==> config.mk <==
export PLATFORM = sky130hd
export DESIGN_NAME = not_gate
export DESIGN_NICKNAME = d
export VERILOG_FILES = /design/src/rtl/not_gate.sv
export SDC_FILE = /design/constraint.sdc
export NUM_CORES = 1
export LEC_CHECK = 0
export ABC_AREA = 0
export CAP_MARGIN = 40
export CORE_MARGIN = 5
export CORE_UTILIZATION = 35
export CTS_CLUSTER_SIZE = 24
export DETAILED_ROUTE_END_ITERATION = 16
export PLACE_DENSITY = 0.63
export SKIP_CTS_REPAIR_TIMING = 1
export SLEW_MARGIN = 20
export SYNTH_ARGS = -nofsm -noshare
export SYNTH_HDL_FRONTEND = slang
export SYNTH_SLANG_ARGS = --single-unit
==> constraint.sdc <==
create_clock -name clk -period 2.2 [get_ports clk]
set_input_delay 0.66 -clock clk [delete_from_list [all_inputs] [get_ports clk]]
set_output_delay 0.66 -clock clk [all_outputs]
set_load 0.03 [all_outputs]
==> src/rtl/not_gate.sv <==
// Bitwise inverter with an optional clocked monitor path: a registered complement,
// per-bit edge pulses and a saturating count of edges at which the input changed.
module not_gate #(
  parameter int WIDTH = 1,
  parameter int CNT_W = 16
) (
  input  logic             clk,
  input  logic             rst,
  input  logic [WIDTH-1:0] I,
  output logic [WIDTH-1:0] O,
  output logic [WIDTH-1:0] O_q,
  output logic [WIDTH-1:0] rise,
  output logic [WIDTH-1:0] fall,
  output logic [CNT_W-1:0] toggle_cnt
);

  // Holds at all ones instead of wrapping back to zero.
  function automatic logic [CNT_W-1:0] sat_inc(input logic [CNT_W-1:0] v);
    return (&v) ? v : v + CNT_W'(1);
  endfunction

  logic [WIDTH-1:0] i_d_p1;
  logic             changed_p0;

  // Primary output: no clock or reset involvement, so it works with the side path unconnected.
  assign O = ~I;

  assign changed_p0 = (I != i_d_p1);

  // Stage p0 -> p1: sample I, derive pulses relative to the previous sample.
  always_ff @(posedge clk) begin
    if (rst) begin
      i_d_p1     <= '0;
      O_q        <= '1;
      rise       <= '0;
      fall       <= '0;
      toggle_cnt <= '0;
    end else begin
      i_d_p1 <= I;
      O_q    <= ~I;
      rise   <= I & ~i_d_p1;
      fall   <= ~I & i_d_p1;
      if (changed_p0)
        toggle_cnt <= sat_inc(toggle_cnt);
    end
  end

endmodule

* Yosys cells after proc, flatten, opt, wreduce, memory -nomap -nowiden
Index checks and enable logic that the tools add are counted.
Word-level totals: bits in registers 20, input port bits 3, output and inout port bits 20
Cells by class: add/subtract/negate cells 1, equality and inequality tests 1, bitwise gates (word level) 5, reductions and logical operators 2
Operators with widths (number):
- 16-bit by 1-bit adder with 16-bit output, second input constant | 1
- 16-bit AND reduction | 1
- 1-bit inverter | 3
- 1-bit AND | 2
- 2-bit AND reduction | 1
- 1-bit != test | 1

* Longest topological paths before layout
depth after elaboration 3, gate-level depth with buffers 6, mapped depth without buffers 6

* Worst setup path after synthesis
Ideal clock, no wire load.
path type input to register, start in I, end reg toggle_cnt[10], setup time 0.128 ns, arrival time 2.226 ns, data required time 2.072 ns, slack -0.154 ns, stages 6, path buffers 0, cells stage by stage inv_1 -> ha_1 -> nand4b_1 -> a2111oi_0 -> xnor2_1 -> nor2_1
On the way: cells in the longest elaborated chain, start to end 2
Ends and longest elaborated chain:
- from (decl) | RTL line 9 | input logic [WIDTH-1:0] I,
- 1-bit != test | RTL line 28 | assign changed_p0 = (I != i_d_p1);
- 2-bit AND reduction (no line)
- to (signal assigned) | RTL line 44 | toggle_cnt <= sat_inc(toggle_cnt);
- to (decl) | RTL line 14 | output logic [CNT_W-1:0] toggle_cnt
No other way between the ends. A chain may end at the register's enable or synchronous reset.

* Final worst setup path
start reg toggle_cnt[12], end out toggle_cnt[12]
No word-level cell between the ends.

==> impl_metrics.py <==
metrics = {
    "power": {
        "power_frac_seq": 0.607,
        "combPwrFrac": 0.116,
        "leakagePower_nw": 0.523,
        "p_sw_mw": 0.154,
        "power.density_mw_per_mm2": 462,
        "netSwitchingFraction": 0.248,
        "power_mw": 0.620,
        "p_int_mw": 0.467,
        "ir_worst_vdd_uv": 282,
        "p_clk_frac": 0.277,
    },
    "cells_and_area": {
        "fill_cells": 252,
        "syn_to_final_growth_pct": 40.1,
        "multi_input_area_um2": 542,
        "nets": 143,
        "final_common_cell": "dfxtp_1",
        "mostFrequentLayoutCells": "20 x dfxtp_1, 17 x clkdlybuf4s50_1, 10 x buf_4",
        "final_util": 0.499,
        "seq_area_um2": 400,
        "drive_above_1_share": 0.185,
        "diodes": 0,
        "postLayoutCellArea_mm2": 0.00134,
        "instances_no_fill": 166,
    },
    "worst_hold_path": {
        "hp-start": "toggle_cnt[1]",
        "holdCritPathClass": "reg -> reg",
        "holdPathEnd": "toggle_cnt[1]",
        "hold_path_depth": 2,
    },
    "worst_setup_path": {
        "slowest_stage": "clkdlybuf4s50_1",
        "crit_path_start_kind": "register",
        "endpoint_kind": "primary output",
        "cp_top_family": "buffers and inverters",
        "crit_path_max_incr_delay_ns": 0.72,
        "worst-endpoint-arrival_ns": 1.48,
        "ff2ff_setup_slack_ns": 0.43,
        "startpoint": "toggle_cnt[12]",
        "cp.required_ns": 1.54,
        "critPathBufInv": 1,
        "timing.rr.end": "toggle_cnt[15]",
        "crit_fanout": 8,
        "r2r_cells": 4,
        "r2r-start": "toggle_cnt[9]",
        "worst-path-stages": 1,
        "path_class": "reg -> out",
        "crit_chain": "clkdlybuf4s50_1",
    },
    "clock_network": {
        "cts.path.max_buffers": 2,
        "clk_pin_slew_worst_paths_ns": 0.10,
        "cts_max_level": 1,
        "cts_buffers": 3,
        "cts_root_buf": "clkbuf_4",
        "clock_latency_ns": 0.30,
        "cts_tree": "built",
        "cts_sinks": 20,
    },
    "die": {
        "io_pins": 23,
        "die_area_mm2": 0.00388,
        "start_util": 0.356,
        "chipHeight_um": 62.3,
        "core_mm2": 0.00269,
        "rows": 19,
        "die_w_um": 62.3,
    },
    "yosys": {
        "synth_seq_area_share": 0.418,
        "synthesis.nets": 109,
        "synth_edf_count": 0,
        "avgSynthCellArea_um2": 9.29,
        "synth-seq-cells": 20,
        "yosys_warnings": 0,
        "syn_inst": 103,
        "synth_flop_cell": "dfxtp_1",
        "netlist_area_um2": 957,
        "synth_cell_types": 36,
        "synthArstFlopShare": 0,
    },
    "timing": {
        "hold_violations": 0,
        "fmax_ghz": 0.468,
        "min_period_over_period": 0.971,
        "finalSetupViolCount": 0,
        "finalMaxSlewViolations": 0,
        "slew_headroom": 0.783,
        "rsz0062_at_grt": "no",
        "skew_ns": 0.00472,
        "tns_ns": 0,
        "worst_slack_ns": 0.0642,
        "holdWs_ns": 0.539,
        "period_needed_ns": 2.14,
        "worst_slew_pin_slew_ns": 0.324,
    },
    "global_routing": {
        "grt_max_degree": 11,
        "antenna_found_initial": 0,
        "grt_first_pass_wirelength_um": 3760,
        "grt_pass1_vias": 854,
        "grt_overflow": 0,
        "grtUsageTotal": 0.115,
    },
    "run": {
        "drv_cap": 0,
    },
    "routing": {
        "vias_per_cell": 5.69,
        "wl_per_cell_um": 13.5,
        "drt_wl_total_um": 2240,
        "num_vias": 944,
        "antenna_left": 0,
        "firstDrtPassIters": 4,
        "drt_iter0_drc": 19,
        "drc": 0,
    },
    "placed_design": {
        "place_area_mm2": 0.00130,
        "place.gp.congestion": 0.796,
        "port_buffers": 22,
        "hpwlAfterDp_um": 1660,
        "place_inst": 162,
        "pre_cts_ws_ns": -0.474,
    },
    "run_status": {
        "status": "finished, final reports clean",
    },
}
-- cells by family (layout without fill, tap and decap cells) --
family	Yosys count	in the layout	synth area share
XOR/XNOR	2	2	0.0183
flip-flops	20	20	0.418
buffers and inverters	10	42	0.0405
adder cells (fa/ha/maj)	3	3	0.0392
AND/OR/NAND/NOR	41	41	0.289
AO/OA/AOI/OAI	27	27	0.195
-- per-layer routing --
layer  wire length [um]  vias to the layer above  track usage  part of all wire
met3                 91                        5       0.0216             0.041
met1               1040                      449        0.137              0.46
li1                   -                      466            -                 -
met2               1070                       24        0.194              0.48
met5                  0                        -            0                 0
met4                 40                        0       0.0557             0.018
-- flip-flops by register name, summed over array words and instances (netlist names) --
| register | cells |
|---|---|
| fall | 1 |
| i_d_p1 | 1 |
| rise | 1 |
| toggle_cnt | 16 |
| O_q | 1 |
-- worst register-to-register path, stage by stage, from the launching register on --
cell,delay [ns]
dfxtp_1,0.48
nand4_2,0.20
or4_4,0.57
or3_1,0.32
a21oi_1,0.15
-- layout make-up --
type	instances	area share
Inverter	7	0.0224
Multi-Input combinational cell	73	0.404
Timing Repair Buffer	32	0.229
Clock buffer	3	0.0168
Tap cell	31	0.0289
Sequential cell	20	0.299
-- worst max path at each step --
stage | endpoint | slack, ns
floorplan | toggle_cnt[13] | 0.02
global placement | toggle_cnt[13] | -0.42
detailed placement | toggle_cnt[13] | -0.47
CTS | O | -0.40
global route | toggle_cnt[13] | 0.005
finish | toggle_cnt[12] | 0.06
-- cells in the mapped netlist (all sizes together), types with 2 or more instances --
library cell | number | share of area
ha | 3 | 0.039
o21ai | 2 | 0.010
a21oi | 9 | 0.047
a211oi | 2 | 0.016
dfxtp | 20 | 0.42
nor3 | 4 | 0.021
inv | 7 | 0.027
o41ai | 3 | 0.027
nand4 | 4 | 0.048
nand3 | 5 | 0.026
and4 | 3 | 0.029
o31ai | 4 | 0.031
or4 | 5 | 0.046
xnor2 | 2 | 0.018
or3 | 2 | 0.013
o311ai | 2 | 0.018
nor2b | 2 | 0.013
nor2 | 7 | 0.027
clkbuf | 2 | 0.0078
a311oi | 2 | 0.018
nand2 | 3 | 0.012
-- power groups by stage --
| stage | combinational, mW | sequential [mW] | clock (mW) |
|---|---|---|---|
| floorplan | 0.0265 | 0.397 | 0 |
| global placement | 0.0707 | 0.384 | 0 |
| detailed placement | 0.0714 | 0.385 | 0 |
| CTS | 0.0718 | 0.377 | 0.180 |
| global route | 0.0769 | 0.378 | 0.197 |
| finish | 0.0719 | 0.377 | 0.172 |
Power figures use the tool's default switching activity.
